$ cat config.mk
export PLATFORM = sky130hd
export DESIGN_NAME = pipe_skid_reg_flat
export DESIGN_NICKNAME = d
export VERILOG_FILES = /design/src/rtl/pipe_pkg.sv /design/src/rtl/pipe_skid_reg_if.sv /design/src/rtl/d_ff.sv /design/src/rtl/pipe_skid_reg.sv /design/src/flat_wrapper.sv
export SDC_FILE = /design/constraint.sdc
export NUM_CORES = 1
export LEC_CHECK = 0
export CAP_MARGIN = 10
export CORE_MARGIN = 3
export CORE_UTILIZATION = 45
export CTS_CLUSTER_DIAMETER = 50
export DETAILED_ROUTE_END_ITERATION = 6
export GPL_TIMING_DRIVEN = 0
export PLACE_DENSITY = 0.74
export SKIP_LAST_GASP = 1
export SYNTH_ARGS = -nofsm -noshare
export SYNTH_HDL_FRONTEND = slang
export SYNTH_SLANG_ARGS = --single-unit
$ cat constraint.sdc
create_clock -name i_clk -period 2.7 [get_ports i_clk]
set_input_delay 0.405 -clock i_clk [delete_from_list [all_inputs] [get_ports i_clk]]
set_output_delay 0.405 -clock i_clk [all_outputs]
set_load 0.03 [all_outputs]
$ cat src/rtl/pipe_pkg.sv
// Shared pipeline definitions: reset payloads, stage payload structs and small helpers.
// Stage registers size themselves with $bits() of these structs.
package pipe_pkg;

  localparam logic [31:0] NOP    = 32'h00000013;
  localparam logic [31:0] PC_RST = 32'h00000000;

  typedef struct packed {
    logic [31:0] pc;
    logic [31:0] instr;
  } if_id_t;

  typedef struct packed {
    logic [31:0] pc;
    logic [4:0]  rd;
    logic [31:0] rs1_val;
    logic [31:0] rs2_val;
    logic [31:0] imm;
  } id_ex_t;

  // Number of live entries given the main and skid valid bits.
  function automatic logic [1:0] occupancy(input logic main_v, input logic skid_v);
    return {main_v & skid_v, main_v ^ skid_v};
  endfunction

endpackage

$ cat src/rtl/pipe_skid_reg_if.sv
// Handshake bundle for one elastic stage boundary; names follow the stage's point of view.
interface pipe_skid_reg_if #(
  parameter int WIDTH = 32
);
  logic             i_valid;
  logic [WIDTH-1:0] i_data;
  logic             o_ready;
  logic             o_valid;
  logic [WIDTH-1:0] o_data;
  logic             i_ready;
  logic [1:0]       o_count;

  modport slave (
    input  i_valid, i_data, i_ready,
    output o_ready, o_valid, o_data, o_count
  );

  modport master (
    output i_valid, i_data, i_ready,
    input  o_ready, o_valid, o_data, o_count
  );
endinterface

$ cat src/rtl/d_ff.sv
// Enabled register with synchronous active-high reset to a parameterised value.
module d_ff #(
  parameter int               WIDTH   = 32,
  parameter logic [WIDTH-1:0] RST_VAL = '0
) (
  input  logic             i_clk,
  input  logic             i_rst,
  input  logic             i_en,
  input  logic [WIDTH-1:0] i_d,
  output logic [WIDTH-1:0] o_q
);

  logic [WIDTH-1:0] r_q;

  always_ff @(posedge i_clk) begin
    if (i_rst) begin
      r_q <= RST_VAL;
    end else if (i_en) begin
      r_q <= i_d;
    end
  end

  assign o_q = r_q;

endmodule

$ cat src/rtl/pipe_skid_reg.sv
// Elastic pipeline register: main entry plus optional skid entry so upstream ready is registered.
// Flush and reset both clear every entry and force o_data back to RST_VAL.
module pipe_skid_reg
  import pipe_pkg::*;
#(
  parameter int               WIDTH   = 32,
  parameter logic [WIDTH-1:0] RST_VAL = WIDTH'(PC_RST),
  parameter bit               SKID    = 1'b1
) (
  input logic            i_clk,
  input logic            i_rst,
  input logic            i_flush,
  pipe_skid_reg_if.slave bus
);

  logic             w_clr;
  logic             w_valid;
  logic             w_skid_valid;
  logic [WIDTH-1:0] w_main_q;
  logic [WIDTH-1:0] w_skid_q;
  logic             w_ready;
  logic             w_in_fire;
  logic             w_out_fire;
  logic             w_valid_next;
  logic             w_main_en;
  logic [WIDTH-1:0] w_main_next;
  logic             w_skid_valid_next;
  logic             w_skid_en;

  assign w_clr      = i_rst | i_flush;
  assign w_in_fire  = bus.i_valid & w_ready;
  assign w_out_fire = w_valid & bus.i_ready;

  generate
    if (SKID) begin : g_skid
      assign w_ready = ~w_skid_valid;
    end else begin : g_single
      assign w_ready = ~w_valid | bus.i_ready;
    end
  endgenerate

  always_comb begin
    w_valid_next      = w_valid;
    w_main_en         = 1'b0;
    w_main_next       = w_main_q;
    w_skid_valid_next = w_skid_valid;
    w_skid_en         = 1'b0;
    if (w_skid_valid) begin
      // Ready is low here, so the only event is the main entry draining.
      if (w_out_fire) begin
        w_main_en         = 1'b1;
        w_main_next       = w_skid_q;
        w_skid_valid_next = 1'b0;
      end
    end else if (w_valid) begin
      if (w_in_fire && w_out_fire) begin
        w_main_en   = 1'b1;
        w_main_next = bus.i_data;
      end else if (w_in_fire) begin
        w_skid_en         = SKID;
        w_skid_valid_next = SKID;
      end else if (w_out_fire) begin
        w_valid_next = 1'b0;
      end
    end else if (w_in_fire) begin
      w_main_en    = 1'b1;
      w_main_next  = bus.i_data;
      w_valid_next = 1'b1;
    end
  end

  d_ff #(.WIDTH(1), .RST_VAL(1'b0)) u_valid (
    .i_clk(i_clk), .i_rst(w_clr), .i_en(1'b1), .i_d(w_valid_next), .o_q(w_valid)
  );

  d_ff #(.WIDTH(WIDTH), .RST_VAL(RST_VAL)) u_main (
    .i_clk(i_clk), .i_rst(w_clr), .i_en(w_main_en), .i_d(w_main_next), .o_q(w_main_q)
  );

  d_ff #(.WIDTH(1), .RST_VAL(1'b0)) u_skid_valid (
    .i_clk(i_clk), .i_rst(w_clr), .i_en(1'b1), .i_d(w_skid_valid_next), .o_q(w_skid_valid)
  );

  d_ff #(.WIDTH(WIDTH), .RST_VAL(RST_VAL)) u_skid (
    .i_clk(i_clk), .i_rst(w_clr), .i_en(w_skid_en), .i_d(bus.i_data), .o_q(w_skid_q)
  );

  assign bus.o_ready = w_ready;
  assign bus.o_valid = w_valid;
  assign bus.o_data  = w_main_q;
  assign bus.o_count = occupancy(w_valid, w_skid_valid);

endmodule

$ cat src/flat_wrapper.sv
// flat-port wrapper written by rule: the top's interface ports become plain ports
module pipe_skid_reg_flat import pipe_pkg::*;
#(
  parameter int               WIDTH   = 32,
  parameter logic [WIDTH-1:0] RST_VAL = WIDTH'(PC_RST),
  parameter bit               SKID    = 1'b1
)
  (i_clk, i_rst, i_flush, bus_i_valid, bus_i_data, bus_i_ready, bus_o_ready, bus_o_valid, bus_o_data, bus_o_count);
  pipe_skid_reg_if #(.WIDTH(WIDTH)) bus_i ();
  input logic i_clk;
  input logic i_rst;
  input logic i_flush;
  input wire logic [$bits(bus_i.i_valid)-1:0] bus_i_valid;
  input wire logic [$bits(bus_i.i_data)-1:0] bus_i_data;
  input wire logic [$bits(bus_i.i_ready)-1:0] bus_i_ready;
  output wire logic [$bits(bus_i.o_ready)-1:0] bus_o_ready;
  output wire logic [$bits(bus_i.o_valid)-1:0] bus_o_valid;
  output wire logic [$bits(bus_i.o_data)-1:0] bus_o_data;
  output wire logic [$bits(bus_i.o_count)-1:0] bus_o_count;
  assign bus_i.i_valid = bus_i_valid;
  assign bus_i.i_data = bus_i_data;
  assign bus_i.i_ready = bus_i_ready;
  assign bus_o_ready = bus_i.o_ready;
  assign bus_o_valid = bus_i.o_valid;
  assign bus_o_data = bus_i.o_data;
  assign bus_o_count = bus_i.o_count;
  pipe_skid_reg #(.WIDTH(WIDTH), .RST_VAL(RST_VAL), .SKID(SKID)) u_core (.i_clk(i_clk), .i_rst(i_rst), .i_flush(i_flush), .bus(bus_i));
endmodule
* Word level (Yosys, flattened, before mapping)
Cells that the tools add are included.
** Word-level totals
- Register bits :: 66
- Bits of input ports :: 37
- Output and inout port bits :: 36
** Cells by class
- Reduce and logical (&&, ||, !) cells :: 3
- Eq/ne operators :: 2
- Bitwise gates (word level) :: 6
- Mux-type cells :: 18
** Operators with widths (number)
- 32-bit 2-to-1 mux :: 5
- 1-bit 2-to-1 mux :: 13
- 4-bit AND reduction :: 1
- 1-bit AND :: 3
- 3-bit by 2-bit != test with 1-bit output (second input constant) :: 1
- 3-bit nonzero test :: 1
- 2-bit by 1-bit != test with 1-bit output (second input constant) :: 1
- 1-bit logical AND :: 1
- 1-bit inverter :: 1
- 1-bit OR :: 1
- 1-bit bitwise XOR :: 1

* Logic depth before layout (Yosys ltp)
- Word-level depth :: 7
- Depth in mapped cells :: 9
- Mapped depth without buffers :: 6

* By module
Synthesis repeated with hierarchy kept, for this count alone.
** Unflattened totals
- Cells, all modules :: 381
- Area, all modules :: 3520.9 sq um
** Modules (own cells, without submodules)
- d_ff at u_core.u_main ... :: cells an instance 103, area an instance 1163.6 sq um, instances 2, sequential area each 640.6 sq um
- pipe_skid_reg :: cells an instance 169, area an instance 1126.1 sq um, instances 1, sequential area each 0.0 sq um
- d_ff at u_core.u_skid_valid ... :: cells an instance 3, area an instance 33.8 sq um, instances 2, sequential area each 20.0 sq um

* Worst setup path before layout
No wires, ideal clock.
- Kind :: register to register
- Start point :: register u_core.u_valid.r_q (netlist: u_core.u_valid.o_q)
- End point :: register u_core.u_main.r_q[10] (netlist: u_core.u_main.o_q[10])
- Stages on the path, launching flop included :: 9
- Clock period less this slack :: 2.118 ns
- Path slack :: 0.582 ns
- Buffers on the path :: 2
- Data arrival time :: 1.972 ns
- Cell sequence :: dfxtp_1 -> inv_1 -> ha_1 -> or3b_1 -> a21oi_2 -> or2_1 -> buf_4 -> buf_6 -> a211oi_2
** Between the ends
- Word-level cells in the longest chain between the ends :: 6
- Elaborated cells between the ends (all ways) :: 12
- Those cells by class :: eq/ne (2); mux (6); bitwise (1); reduce/logical (3)
** RTL lines
- start: declaration :: line d_ff.sv:13 : logic [WIDTH-1:0] r_q;
- start signal: assignment :: line d_ff.sv:19 : r_q <= i_d;
- 1-bit AND :: line pipe_skid_reg.sv:32 : assign w_out_fire = w_valid & bus.i_ready;
- 1-bit logical AND :: line pipe_skid_reg.sv:56 : if (w_in_fire && w_out_fire) begin
- 1-bit 2-to-1 mux :: line pipe_skid_reg.sv:56
- 1-bit 2-to-1 mux :: line pipe_skid_reg.sv:55 : end else if (w_valid) begin
- 1-bit 2-to-1 mux :: line pipe_skid_reg.sv:48 : if (w_skid_valid) begin
- 4-bit AND reduction (no source line)
- end signal: assignment :: line d_ff.sv:19
- end: declaration :: line d_ff.sv:13
Several ways; a longest one is shown, not always the timed one.
A chain may end at the register's enable or synchronous reset.

* Worst setup path in the final report
- Start point :: register u_core.u_skid_valid.r_q (netlist: u_core.u_skid_valid.o_q)
- End point :: output port bus_o_count[0]
** Between the ends
- Word-level cells in the longest chain between the ends :: 1
** RTL lines
- start: declaration :: line d_ff.sv:13
- start signal: assignment :: line d_ff.sv:19
- 1-bit bitwise XOR :: line pipe_pkg.sv:23 : return {main_v & skid_v, main_v ^ skid_v};
- end: declaration :: line flat_wrapper.sv:19 : output wire logic [$bits(bus_i.o_count)-1:0] bus_o_count;
No other way between the ends.

==> metrics.yaml <==
setup_path:
  arrival_ps: 1940
  cp.required_ps: 2300
  crit_path_end_kind: "primary output"
  ff2ff_setup_slack_ps: 510
  critPathLaunchType: "flip-flop"
  worstSetupPathType: "reg -> out"
  crit_path_max_fanout: 9
floorplan:
  die_y_um: 86.0
  rows: 28
  start_util: 0.475
  die_width_um: 86.0
  core_mm2: 0.00606
  fp.dieArea_mm2: 0.00739
  io_pins: 73
route:
  vias: 2466
  drt_iter0_drc: 110
  drcViolationCount: 0
  dr.pass1.iters: 4
  viasPerCell: 5.29
  postRouteAntennaNets: 0
  wl_per_cell_um: 15.2
  wirelength_um: 7100
logic_synthesis:
  synthMuxAreaShare: 0.111
  synth_compound_area_frac: 0.200
  synth_nets: 344
  syn-cell-area_mm2: 0.00288
  post-synth-top-area-fraction: 0.459
  synth_common_cells: "dfxtp_1 (66), nand2_1 (66), a21oi_1 (34), mux2i_1 (32), nor3_1 (32)"
  synth-simple-area-share: 0.160
  synthCells: 304
  ys_ff_latch: 66
  synth_edf_count: 0
  ys_types: 21
  synth_top_family_by_area: "compound AO/OA/AOI/OAI gates"
  synthFlopType: "dfxtp_1"
  synth_xor_area_frac: 0
  syn_avg_cell_area_um2: 9.47
  yosysWarningCount: 0
  async_flop_share: 0
  ys_top_cells_by_area: "dfxtp_1 (46%), a211oi_2 (13%), mux2i_1 (11%), nand2_1 (8.6%), a21oi_1 (5.9%)"
  seq_area_frac_synth: 0.459
  synth_fa_ha_area_frac: 0.0130
  synth_area_leader_cell: "dfxtp_1"
worst_hold_path:
  hold_class: "reg -> reg"
sta:
  rsz0062_at_grt: "false"
  fin_tns_setup_ps: 0
  finalSetupViolCount: 0
  worstMarginPinSlew_ps: 795
  fmax_mhz: 426
  finalCritPeriodShare: 0.869
  hold_viol: 0
  finClkSkew_ps: 4.77
  min_period_ps: 2350
  maxSlewViolCount: 0
  slew_headroom: 0.470
global_route:
  antenna_found_initial: 0
  grt_pass1_wl_um: 11700
  grt_max_degree: 11
  grt_pass1_vias: 2406
  busiest_layer: "met2"
  use_met2: 0.317
  gr-usage-met1: 0.263
  track_usage: 0.201
  overflow: 0
  gr-usage-met3: 0.0432
finish:
  nets: 427
  nFillCells: 531
  drive_above_1_share: 0.153
  syn_to_final_growth_pct: 34.2
  finish.utilization: 0.638
  num_antenna_cells: 0
power:
  leakage_nw: 1.21
  p_per_area_mw_per_mm2: 544
  ir_drop_mv: 0.316
clock_network:
  clkLatencyLatePin_ps: 340
  path_clk_slew_ps: 70
  max-clock-path-buffers: 2
  cts-buffers-inserted: 9
  clkSinkCount: 66
  cts_tree: "done"
  cts_setup_buffers: 0
  root_buffer: "clkbuf_8"
  hold_buffers: 0
  cts_max_level: 3
  ctsResizeCount: 0
placement:
  globalplace.congestion: 0.770
  post-dp-hpwl_um: 4940
  portBuffers: 72
run_status:
  status: "finished, final reports clean"
job:
  maxCapViolCount: 0
-- kinds of logic after synthesis --
| family | Yosys count |
|---|---|
| DFF | 66 |
| adders and majority gates | 3 |
| AOI/OAI and AO/OA | 68 |
| buffers and inverters | 30 |
| muxes | 32 |
| and+or+nand+nor | 105 |
-- power breakdown --
group,total [W],switching (W),internal [W],leakage (nW)
clock network,0.000739,0.000362,0.000378,0.0855
registers,0.00102,0.0000153,0.00100,0.536
logic,0.000345,0.000191,0.000155,0.586
-- layout make-up --
cell class                      instances  area [um^2]  area share
Multi-Input combinational cell        208         1400       0.361
Sequential cell                        66         1320       0.342
Timing Repair Buffer                   72          721       0.186
Clock buffer                           13          159      0.0411
Buffer                                 28          154      0.0398
Tap cell                               75         93.8      0.0243
Clock inverter                          2         12.5     0.00324
Inverter                                2         7.51     0.00194
-- state kept, by name (all words and copies together) (netlist names) --
register	flops
u_core.u_skid_valid.o_q	1
u_core.u_valid.o_q	1
u_core.u_skid.o_q	32
u_core.u_main.o_q	32
-- metrics by stage --
stage | hold slack (ps) | setup slack [ps] | area, um^2 | instances | power (W)
finish | 453 | 353 | 3860 | 466 | 0.00210
global placement | 442 | 467 | 3690 | 451 | 0.00138
global route | 471 | 268 | 3860 | 466 | 0.00219
CTS | 457 | 320 | 3860 | 466 | 0.00212
detailed placement | 448 | 437 | 3690 | 451 | 0.00138
floorplan | 436 | 582 | 2880 | 304 | 0.00124
-- path summary, 6_finish.rpt --
check	cells after the start	end	from
min	2	u_core.u_skid.o_q[31]	u_core.u_skid.o_q[31]
max	4	bus_o_count[0]	u_core.u_skid_valid.o_q
min reg2reg	2	u_core.u_skid.o_q[31]	u_core.u_skid.o_q[31]
max reg2reg	9	u_core.u_main.o_q[13]	u_core.u_skid_valid.o_q
-- critical path, cell delays in order (launching register included) --
cell and delay [ps]:
dfxtp_1 330, buf_4 180, inv_1 110, ha_1 310, clkdlybuf4s50_1 680
-- routing by layer --
metal / vias to the layer above / part of all wire
met5: - / 0
met4: 0 / 0.017
met3: 11 / 0.053
met2: 66 / 0.47
met1: 1161 / 0.46
li1: 1228 / -
-- cells in the final DEF (no fill, tap or decap), types with 2 or more instances in the layout --
master	count
or2_1	2
a211oi_1	2
mux2i_1	32
buf_4	5
clkbuf_8	11
clkdlybuf4s50_1	72
clkbuf_1	15
nor3_2	2
a21oi_1	34
inv_1	2
a211oi_2	30
nand2_1	66
buf_2	6
buf_6	3
nor3_1	32
ha_1	3
dfxtp_1	66
(Power assumes the default switching activity.)
